**src/rtl/sram_axi_pkg.sv**
```systemverilog
// Shared types and constants for the like-SRAM to AXI3 bridge.
// Holds the read and write FSM state types, the fixed AXI field values
// and the SRAM-size to AXI-size mapping.
package sram_axi_pkg;

  localparam int unsigned ADDR_W = 32;
  localparam int unsigned DATA_W = 32;
  localparam int unsigned ID_W   = 4;
  localparam int unsigned STRB_W = DATA_W / 8;

  localparam logic [7:0] AXI_LEN_SINGLE = 8'd0;
  localparam logic [1:0] AXI_BURST_INCR = 2'b01;

  typedef enum logic {
    RD_IDLE = 1'b0,
    RD_ADDR = 1'b1
  } rd_state_t;

  typedef enum logic [1:0] {
    WR_IDLE = 2'd0,
    WR_SEND = 2'd1,
    WR_RESP = 2'd2
  } wr_state_t;

  // SRAM size code (bytes = 2**size) maps directly onto AXI AxSIZE.
  function automatic logic [2:0] axi_size(input logic [1:0] size);
    return {1'b0, size};
  endfunction

endpackage

```
**src/rtl/sram_axi_wr_ctrl.sv**
```systemverilog
// Write channel sequencer: latches one accepted data write, drives AW and W
// (each valid drops on its own handshake), then waits for B.
// Ports:
//   clk, resetn           clock, synchronous active-low reset
//   i_accept              data write accepted this cycle (req & addr_ok & wr)
//   i_addr/size/wstrb/wdata  write payload captured on i_accept
//   i_awready/i_wready/i_bvalid  AXI handshake inputs
//   o_idle                write FSM in WR_IDLE
//   o_b_done              B handshake this cycle
//   o_aw*/o_w*/o_bready   AXI AW/W/B master outputs
module sram_axi_wr_ctrl
  import sram_axi_pkg::*;
(
  input  logic              clk,
  input  logic              resetn,
  input  logic              i_accept,
  input  logic [ADDR_W-1:0] i_addr,
  input  logic [1:0]        i_size,
  input  logic [STRB_W-1:0] i_wstrb,
  input  logic [DATA_W-1:0] i_wdata,
  input  logic              i_awready,
  input  logic              i_wready,
  input  logic              i_bvalid,
  output logic              o_idle,
  output logic              o_b_done,
  output logic [ADDR_W-1:0] o_awaddr,
  output logic [2:0]        o_awsize,
  output logic              o_awvalid,
  output logic [DATA_W-1:0] o_wdata,
  output logic [STRB_W-1:0] o_wstrb,
  output logic              o_wvalid,
  output logic              o_bready
);

  wr_state_t         r_state;
  wr_state_t         w_next;
  logic              r_awvalid;
  logic              r_wvalid;
  logic [ADDR_W-1:0] r_addr;
  logic [2:0]        r_size;
  logic [DATA_W-1:0] r_wdata;
  logic [STRB_W-1:0] r_wstrb;
  logic              w_start;

  assign w_start = (r_state == WR_IDLE) && i_accept;

  // State register.
  always_ff @(posedge clk) begin
    if (!resetn) r_state <= WR_IDLE;
    else         r_state <= w_next;
  end

  // Next state: WR_SEND waits until both registered valids have dropped.
  always_comb begin
    w_next = r_state;
    case (r_state)
      WR_IDLE: if (i_accept) w_next = WR_SEND;
      WR_SEND: if (!r_awvalid && !r_wvalid) w_next = WR_RESP;
      WR_RESP: if (i_bvalid) w_next = WR_IDLE;
      default: w_next = WR_IDLE;
    endcase
  end

  // AW and W valids are independent; each clears on its own ready.
  always_ff @(posedge clk) begin
    if (!resetn) begin
      r_awvalid <= 1'b0;
      r_wvalid  <= 1'b0;
    end else if (w_start) begin
      r_awvalid <= 1'b1;
      r_wvalid  <= 1'b1;
    end else begin
      if (i_awready) r_awvalid <= 1'b0;
      if (i_wready)  r_wvalid  <= 1'b0;
    end
  end

  // Payload stays stable until the next write so RAW compare can use it.
  always_ff @(posedge clk) begin
    if (!resetn) begin
      r_addr  <= '0;
      r_size  <= '0;
      r_wdata <= '0;
      r_wstrb <= '0;
    end else if (w_start) begin
      r_addr  <= i_addr;
      r_size  <= axi_size(i_size);
      r_wdata <= i_wdata;
      r_wstrb <= i_wstrb;
    end
  end

  assign o_idle    = (r_state == WR_IDLE);
  assign o_bready  = (r_state == WR_RESP);
  assign o_b_done  = o_bready && i_bvalid;
  assign o_awaddr  = r_addr;
  assign o_awsize  = r_size;
  assign o_awvalid = r_awvalid;
  assign o_wdata   = r_wdata;
  assign o_wstrb   = r_wstrb;
  assign o_wvalid  = r_wvalid;

endmodule

```
**src/rtl/sram_axi_bridge.sv**
```systemverilog
// Bridges the instruction and data like-SRAM ports onto one AXI3 master.
// Reads: one shared AR channel, data beats inst, at most one read per ID,
// R routed back by ID. Writes: handled by sram_axi_wr_ctrl (data port only).
// Ports: clk/resetn (sync active-low); inst_sram_* fetch port;
// data_sram_* load/store port; ar*/r*/aw*/w*/b* AXI3 master channels.
// Build option SRAM_AXI_RAW_CHECK_EN: when defined, only data reads to the
// same word as the pending write are held; otherwise every read is held
// while a write is in flight.
module sram_axi_bridge
  import sram_axi_pkg::*;
#(
  parameter logic [3:0] INST_ID = 4'd0,
  parameter logic [3:0] DATA_ID = 4'd1
) (
  input  logic              clk,
  input  logic              resetn,
  input  logic              inst_sram_req,
  input  logic [1:0]        inst_sram_size,
  input  logic [ADDR_W-1:0] inst_sram_addr,
  output logic              inst_sram_addr_ok,
  output logic              inst_sram_data_ok,
  output logic [DATA_W-1:0] inst_sram_rdata,
  input  logic              data_sram_req,
  input  logic              data_sram_wr,
  input  logic [1:0]        data_sram_size,
  input  logic [STRB_W-1:0] data_sram_wstrb,
  input  logic [ADDR_W-1:0] data_sram_addr,
  input  logic [DATA_W-1:0] data_sram_wdata,
  output logic              data_sram_addr_ok,
  output logic              data_sram_data_ok,
  output logic [DATA_W-1:0] data_sram_rdata,
  output logic [ID_W-1:0]   arid,
  output logic [ADDR_W-1:0] araddr,
  output logic [7:0]        arlen,
  output logic [2:0]        arsize,
  output logic [1:0]        arburst,
  output logic [1:0]        arlock,
  output logic [3:0]        arcache,
  output logic [2:0]        arprot,
  output logic              arvalid,
  input  logic              arready,
  input  logic [ID_W-1:0]   rid,
  input  logic [DATA_W-1:0] rdata,
  input  logic [1:0]        rresp,
  input  logic              rlast,
  input  logic              rvalid,
  output logic              rready,
  output logic [ID_W-1:0]   awid,
  output logic [ADDR_W-1:0] awaddr,
  output logic [7:0]        awlen,
  output logic [2:0]        awsize,
  output logic [1:0]        awburst,
  output logic [1:0]        awlock,
  output logic [3:0]        awcache,
  output logic [2:0]        awprot,
  output logic              awvalid,
  input  logic              awready,
  output logic [ID_W-1:0]   wid,
  output logic [DATA_W-1:0] wdata,
  output logic [STRB_W-1:0] wstrb,
  output logic              wlast,
  output logic              wvalid,
  input  logic              wready,
  input  logic [ID_W-1:0]   bid,
  input  logic [1:0]        bresp,
  input  logic              bvalid,
  output logic              bready
);

  rd_state_t         r_rd_state;
  rd_state_t         w_rd_next;
  logic [ADDR_W-1:0] r_araddr;
  logic [2:0]        r_arsize;
  logic [ID_W-1:0]   r_arid;
  logic              r_rready;
  logic              r_inst_outst;
  logic              r_data_outst;
  logic              r_inst_data_ok;
  logic              r_data_data_ok;
  logic [DATA_W-1:0] r_inst_rdata;
  logic [DATA_W-1:0] r_data_rdata;

  logic w_rd_idle;
  logic w_wr_idle;
  logic w_b_done;
  logic w_hold_inst;
  logic w_hold_data;
  logic w_data_rd_sel;
  logic w_inst_rd_sel;
  logic w_data_wr_acc;
  logic w_r_inst;
  logic w_r_data;
  logic w_unused_ok;

  // Read-after-write protection against the in-flight write.
`ifdef SRAM_AXI_RAW_CHECK_EN
  assign w_hold_inst = 1'b0;
  assign w_hold_data = !w_wr_idle && (data_sram_addr[ADDR_W-1:2] == awaddr[ADDR_W-1:2]);
`else
  assign w_hold_inst = !w_wr_idle;
  assign w_hold_data = !w_wr_idle;
`endif

  // Acceptance: data read wins the AR slot over inst in RD_IDLE.
  assign w_rd_idle     = (r_rd_state == RD_IDLE);
  assign w_data_rd_sel = data_sram_req && !data_sram_wr && w_rd_idle
                         && !r_data_outst && !w_hold_data;
  assign w_inst_rd_sel = inst_sram_req && w_rd_idle && !r_inst_outst
                         && !w_hold_inst && !w_data_rd_sel;
  assign w_data_wr_acc = data_sram_req && data_sram_wr && w_wr_idle && !r_data_outst;

  assign inst_sram_addr_ok = w_inst_rd_sel;
  assign data_sram_addr_ok = w_data_rd_sel || w_data_wr_acc;

  // Read FSM state register.
  always_ff @(posedge clk) begin
    if (!resetn) r_rd_state <= RD_IDLE;
    else         r_rd_state <= w_rd_next;
  end

  // Read FSM next state.
  always_comb begin
    w_rd_next = r_rd_state;
    case (r_rd_state)
      RD_IDLE: if (w_data_rd_sel || w_inst_rd_sel) w_rd_next = RD_ADDR;
      RD_ADDR: if (arready) w_rd_next = RD_IDLE;
      default: w_rd_next = RD_IDLE;
    endcase
  end

  // Latch the selected read for the AR channel.
  always_ff @(posedge clk) begin
    if (!resetn) begin
      r_araddr <= '0;
      r_arsize <= '0;
      r_arid   <= '0;
    end else if (w_data_rd_sel) begin
      r_araddr <= data_sram_addr;
      r_arsize <= axi_size(data_sram_size);
      r_arid   <= DATA_ID;
    end else if (w_inst_rd_sel) begin
      r_araddr <= inst_sram_addr;
      r_arsize <= axi_size(inst_sram_size);
      r_arid   <= INST_ID;
    end
  end

  assign w_r_inst = rvalid && r_rready && (rid == INST_ID);
  assign w_r_data = rvalid && r_rready && (rid == DATA_ID);

  // One outstanding read per ID: set on acceptance, cleared on its R beat.
  always_ff @(posedge clk) begin
    if (!resetn) begin
      r_inst_outst <= 1'b0;
      r_data_outst <= 1'b0;
    end else begin
      if (w_inst_rd_sel)  r_inst_outst <= 1'b1;
      else if (w_r_inst)  r_inst_outst <= 1'b0;
      if (w_data_rd_sel)  r_data_outst <= 1'b1;
      else if (w_r_data)  r_data_outst <= 1'b0;
    end
  end

  // Response return; rready held low only while in reset.
  always_ff @(posedge clk) begin
    if (!resetn) begin
      r_rready       <= 1'b0;
      r_inst_data_ok <= 1'b0;
      r_data_data_ok <= 1'b0;
      r_inst_rdata   <= '0;
      r_data_rdata   <= '0;
    end else begin
      r_rready       <= 1'b1;
      r_inst_data_ok <= w_r_inst;
      r_data_data_ok <= w_r_data || w_b_done;
      if (w_r_inst) r_inst_rdata <= rdata;
      if (w_r_data) r_data_rdata <= rdata;
    end
  end

  sram_axi_wr_ctrl u_wr_ctrl (
    .clk       (clk),
    .resetn    (resetn),
    .i_accept  (w_data_wr_acc),
    .i_addr    (data_sram_addr),
    .i_size    (data_sram_size),
    .i_wstrb   (data_sram_wstrb),
    .i_wdata   (data_sram_wdata),
    .i_awready (awready),
    .i_wready  (wready),
    .i_bvalid  (bvalid),
    .o_idle    (w_wr_idle),
    .o_b_done  (w_b_done),
    .o_awaddr  (awaddr),
    .o_awsize  (awsize),
    .o_awvalid (awvalid),
    .o_wdata   (wdata),
    .o_wstrb   (wstrb),
    .o_wvalid  (wvalid),
    .o_bready  (bready)
  );

  // Response status and IDs of single-beat transfers carry no extra information here.
  assign w_unused_ok = ^{rresp, rlast, bid, bresp};

  assign inst_sram_data_ok = r_inst_data_ok;
  assign inst_sram_rdata   = r_inst_rdata;
  assign data_sram_data_ok = r_data_data_ok;
  assign data_sram_rdata   = r_data_rdata;

  assign arid    = r_arid;
  assign araddr  = r_araddr;
  assign arlen   = AXI_LEN_SINGLE;
  assign arsize  = r_arsize;
  assign arburst = AXI_BURST_INCR;
  assign arlock  = '0;
  assign arcache = '0;
  assign arprot  = '0;
  assign arvalid = (r_rd_state == RD_ADDR);
  assign rready  = r_rready;

  assign awid    = DATA_ID;
  assign awlen   = AXI_LEN_SINGLE;
  assign awburst = AXI_BURST_INCR;
  assign awlock  = '0;
  assign awcache = '0;
  assign awprot  = '0;
  assign wid     = DATA_ID;
  assign wlast   = 1'b1;

endmodule
```
**config.mk**
```make
export PLATFORM = sky130hd
export DESIGN_NAME = sram_axi_bridge
export DESIGN_NICKNAME = d
export VERILOG_FILES = /design/src/rtl/sram_axi_pkg.sv /design/src/rtl/sram_axi_wr_ctrl.sv /design/src/rtl/sram_axi_bridge.sv
export SDC_FILE = /design/constraint.sdc
export NUM_CORES = 1
export LEC_CHECK = 0
export CORE_AREA = 3 3 152 154
export DETAILED_ROUTE_END_ITERATION = 8
export DIE_AREA = 0 0 155 157
export PLACE_DENSITY_LB_ADDON = 0.1
export SLEW_MARGIN = 10
export SYNTH_ARGS = -nofsm -noshare
export SYNTH_HDL_FRONTEND = slang
export SYNTH_SLANG_ARGS = --single-unit
```
**constraint.sdc**
```tcl
create_clock -name clk -period 2.3 [get_ports clk]
set_input_delay 0.23 -clock clk [delete_from_list [all_inputs] [get_ports clk]]
set_output_delay 0.23 -clock clk [all_outputs]
set_load 0.005 [all_outputs]
```
# --- Word-level counts from Yosys, hierarchy flattened ---
# Cells that the tools add are included.
op_classes:
  eq_ne: 6
  bitwise_logic: 1
  muxes: 22
  reduce_logical: 34
op_table:
  columns: ["operator", "n"]
  rows:
  - ["$mux W32", 2]
  - ["$logic_and A1 B1 Y1", 17]
  - ["$mux W1", 13]
  - ["$mux W2", 5]
  - ["$reduce_bool A2 Y1", 5]
  - ["$logic_not A1 Y1", 6]
  - ["$pmux W2 S3", 1]
  - ["$eq A4 B1 Y1 const B", 1]
  - ["$logic_not A4 Y1", 1]
  - ["$ne A2 B1 Y1 const B", 2]
  - ["$logic_or A1 B1 Y1", 3]
  - ["$reduce_and A3 Y1", 1]
  - ["$eq A2 B1 Y1 const B", 1]
  - ["$eq A2 B2 Y1 const B", 1]
  - ["$logic_not A2 Y1", 1]
  - ["$ne A2 B2 Y1 const B", 1]
  - ["$pmux W1 S2", 1]
  - ["$not A1 Y1", 1]
totals:
  word_cells: 81
  regBits: 179

# --- Longest topological paths before layout ---
depth:
  depth_word: 10
  depth_mapped: 7

# --- Modules after synthesis ---
# From an unflattened synthesis, not the netlist that was laid out.
unflattened:
  cells_unflattened: 847
  area_unflattened_um2: 7661.1
modules_own_cells:
  columns: ["module", "n_inst", "seq_area_each_um2", "area_per_inst_um2", "cells_per_inst"]
  rows:
  - ["sram_axi_bridge", 1, 2102.0, 4615.7, 522]
  - ["sram_axi_wr_ctrl", 1, 1481.4, 3045.4, 325]

# --- Worst setup path before layout ---
# No wires, ideal clock.
synth_path:
  path_kind: "register to output"
  start: "register r_data_outst"
  end: "output port data_sram_addr_ok"
  n_path_buf: 3
  arrival_time_ps: 1442
  stages_incl_launch_ff: 7
  setup_slack_ps: 628
  cell_sequence: "dfxtp_1 -> or3b_1 -> clkbuf_1 -> or2_1 -> buf_6 -> buf_6 -> nand2_1"
synth_via:
  elab_chain_cells: 4
  word_cells_on_any_way: 5
synth_lines:
  columns: ["item", "line_no", "rtl"]
  rows:
  - ["start, declared", "sram_axi_bridge.sv:77", "logic r_data_outst;"]
  - ["start signal, assigned", "sram_axi_bridge.sv:155", "r_data_outst <= 1'b0;"]
  - ["start signal, assigned", "sram_axi_bridge.sv:159", "if (w_data_rd_sel) r_data_outst <= 1'b1;"]
  - ["start signal, assigned", "sram_axi_bridge.sv:160", "else if (w_r_data) r_data_outst <= 1'b0;"]
  - ["$logic_not A1 Y1 (*)", "sram_axi_bridge.sv:107, sram_axi_bridge.sv:110", null]
  - ["$logic_and A1 B1 Y1 (2 in series)", "sram_axi_bridge.sv:107", "&& !r_data_outst && !w_hold_data;"]
  - ["$logic_or A1 B1 Y1 (*)", "sram_axi_bridge.sv:113", "assign data_sram_addr_ok = w_data_rd_sel || w_data_wr_acc;"]
  - ["end, declared", "sram_axi_bridge.sv:29", "output logic data_sram_addr_ok,"]
# Every way passes the cells marked *; elsewhere a longest branch is shown, timed or not.

# --- Worst setup path in the final report ---
layout_path:
  start: "register u_wr_ctrl.r_state[1]"
  end: "output port bready"
layout_via:
  elab_chain_cells: 1
layout_lines:
  columns: ["item", "line_no", "rtl"]
  rows:
  - ["start, declared", "sram_axi_wr_ctrl.sv:35", "wr_state_t r_state;"]
  - ["start signal, assigned", "sram_axi_wr_ctrl.sv:50", "else r_state <= w_next;"]
  - ["$eq A2 B2 Y1", "sram_axi_wr_ctrl.sv:94", "assign o_bready = (r_state == WR_RESP);"]
  - ["end, declared", "sram_axi_bridge.sv:67", "output logic bready"]
# Every way passes these cells.

==> summary.md <==
| Metric | Value |
|---|---|
| Pin count of the biggest net entering global routing | `102` |
| Dpl cell area | `between 0.01 and 0.015 mm²` |
| Initial antenna violation count | `2` |
| Layout area overhead | `50.0%` |
| Sequential cell area fraction in the yosys report | `46.6%` |
| CP arrival | `1.92 ns` |
| Setup Skew | `0.0155 ns` |
| CP Max Fanout | `4` |
| Final wirelength | `26700 µm` |
| Hold_ws | `0.171 ns` |
| Via count | `7257` |
| Clk slew on worst S/H paths | `~0.070 ns` |
| Core area | `0.0218 mm²` |
| Vert. Die Dim | `about 160 µm` |
| ANT nets after route | `0` |
| Worst slew pin tran | `0.838 ns` |
| Row count | `54` |
| IO Pins | `389` |
| Fin crit share | `93.3%` |
| Starting Density | `between 30% and 40%` |
| Final setup violation count | `0` |
| Pwr Density | `665 mW/mm²` |
| First DRT Iteration DRCs | `461` |
| Htree depth | `4` |
| Routed len/inst | `18.5 µm` |
| Die Area | `approximately 0.024 mm²` |
| GRT Util Overall | `20.8%` |
| Die width | `around 160 µm` |
| Fmax | `~0.47 GHz` |
| Clk Latency, worst-skew pair | `0.43 ns` |
| Worst min path class | `in -> reg` |
| Remaining DRCs | `0` |
| Final slew viol count | `0` |
| Layout net count | `1308` |
| Status | `completed` |
| TritonCTS clock tree | `done` |
| RSZ-0062 raised after global routing | `false` |
| Post-synth top area share | `46.6%` |
| Synth area leaders | `dfxtp_1 47%, mux2i_1 8.3%, o21ai_1 6.8%` |
| DR vias/cell | `5.04` |
| GRT overflow | `0` |
| Crit path cell chain | `buf_4 > nor2b_1 > clkdlybuf4s50_1` |
| Ys Warns | `0` |
| Crit start category | `flop` |
| R2r setup slk | `0.43 ns` |
| Cell Area, Synth | `between 0.007 and 0.008 mm²` |
| Max clock buf depth | `2` |
| Synth unique cells | `34` |
| EDFF count, synth | `0` |
| Synthesis-stage register bit count | `179` |
| Mapped Cells | `871` |
| Element type at the critical path end | `output port` |
| Clock Sinks | `roughly 180` |
| Max incr delay on CP | `0.67 ns` |
| Post-CTS Hold Fix Bufs | `0` |
| FFs w/ async S/R, synth | `0%` |
| Final hold viol count | `0` |
| Top FF cell, synth | `dfxtp_1` |
| Critical path type | `reg -> out` |
| Largest area contributor in the netlist | `dfxtp_1` |
| Req. time, crit path | `2.07 ns` |
| Minimum clock period | `between 2 and 2.5 ns` |
| Layout cells sized above 1 | `7.93%` |
| Root Driver | `clkbuf_16` |
| Max-cap violations | `0` |
| Ant. Diodes | `0` |
| Final Wtd Congestion | `0.769` |
| Max VDD drop | `487 µV` |
| Leakage | `4.42 nW` |
| Num CTS Buffers | `17` |
| Post-route cell area | `0.0115 mm²` |
| First-pass GRT wire length | `40500 µm` |
| Slowest cell on the critical path | `clkdlybuf4s50_1` |
| Worst rel slew slack | `44.1%` |
| I/O Buffers | `327` |
| Syn avg cell area | `8.82 µm²` |
| Final TNS setup | `0 ns` |
| Placed wire-length estimate | `17900 µm` |
| Number of global-route vias before repair | `roughly 7k` |
| Detailed Routing Iterations Pass 1 | `5` |
final cells by class:
type | count | area, µm²
Clock buffer | 20 | 447
Clock inverter | 10 | 78.8
Fill cell | 2057 | 10300
Inverter | 3 | 13.8
Multi-Input combinational cell | 597 | 3530
Sequential cell | 179 | 3580
Tap cell | 280 | 350
Timing Repair Buffer | 351 | 3520
metal layers:
layer  track usage [%]  up-vias  wire, µm  part of all wire, %
met5                 0        -        12                0.045
met1              27.5     3389     11600                   43
met3              6.13       28      2220                  8.3
met4              5.85        2       453                  1.7
li1                  -     3558         -                    -
met2              33.3      280     12400                   46
cells by family (layout without fill, tap and decap cells):
family,after synthesis,in the layout,synth area share (%)
DFF,179,179,46.6
other,2,52,0.0977
buffers and inverters,145,384,10.1
AOI/OAI and AO/OA,219,219,18.4
and+or+nand+nor,262,262,16.4
muxes,64,64,8.33
path summary, 6_finish.rpt:
kind,from,to,depth (start not counted)
setup / recovery,u_wr_ctrl.r_state[1],bready,3
hold / removal,data_sram_wr,u_wr_ctrl.o_wvalid,3
setup reg to reg,u_wr_ctrl.r_state[1],u_wr_ctrl.o_awaddr[6],5
hold reg to reg,data_sram_rdata[31],data_sram_rdata[31],2
power by group:
group	switching (W)	internal, W	leakage (nW)	total (W)
Sequential	0.0000989	0.00328	1.46	0.00337
Clock	0.00127	0.00141	0.245	0.00269
Combinational	0.000816	0.000784	2.71	0.00160
Total	0.00219	0.00547	4.42	0.00766
stage by stage:
stage                     setup WS, ns  std cells  util [%]  power (W)
final                            0.154       1440      52.8    0.00766
after global routing            0.0222       1440      52.8    0.00801
after CTS                        0.115       1440      52.8    0.00775
after detailed placement        0.0321       1410      50.4    0.00505
after global placement          0.0403       1410      50.4    0.00505
after floorplan                  0.628        921         -    0.00423
worst max-delay path, delay by kind of cell, from the launching register on:
family                 cells  cell delay (ns)
buffers and inverters      2             0.83
flip-flops                 1             0.39
AND/OR/NAND/NOR            1             0.28
placed cells by master, fill, tap and decap left out, types with 2 or more instances in the layout:
cell,instances
nor3_1,36
nand3_1,70
nand2b_1,3
mux2i_1,64
nand4_1,34
nand2_1,101
a21oi_1,76
dfxtp_1,178
dlygate4sd2_1,2
nor2b_1,2
a311oi_1,6
conb_1,52
a311oi_2,28
buf_4,17
buf_12,6
clkinv_4,2
buf_2,2
o21ai_1,105
clkbuf_1,2
inv_2,2
clkinvlp_4,4
nor2_2,2
clkdlybuf4s50_1,323
inv_6,3
clkbuf_16,17
nor2_1,4
what timing repair did:
action                                  CTS  global route
endpoints found under the setup margin    2             0
buffers inserted                          0             0
resized for setup                         5             0
state kept, by name, indices dropped and copies added, names as in the netlist, 2 cells and up:
register / cells
inst_sram_rdata: 32
u_wr_ctrl.o_wstrb: 4
u_wr_ctrl.o_awsize: 2
u_wr_ctrl.r_state: 2
u_wr_ctrl.o_wdata: 32
data_sram_rdata: 32
u_wr_ctrl.o_awaddr: 32
araddr: 32
arsize: 2
cell usage after synthesis, types with 3 or more instances:
cell type	number
buf_1	5
a311oi_1	6
nand3_1	70
buf_2	8
a21oi_1	76
nor2_1	6
nand2b_1	3
buf_4	52
buf_6	4
o21ai_1	105
dfxtp_1	179
nand2_1	101
clkbuf_1	73
a311oi_2	28
mux2i_1	64
nand4_1	34
nor3_1	36
No activity file was read; power rests on OpenSTA's default activity.
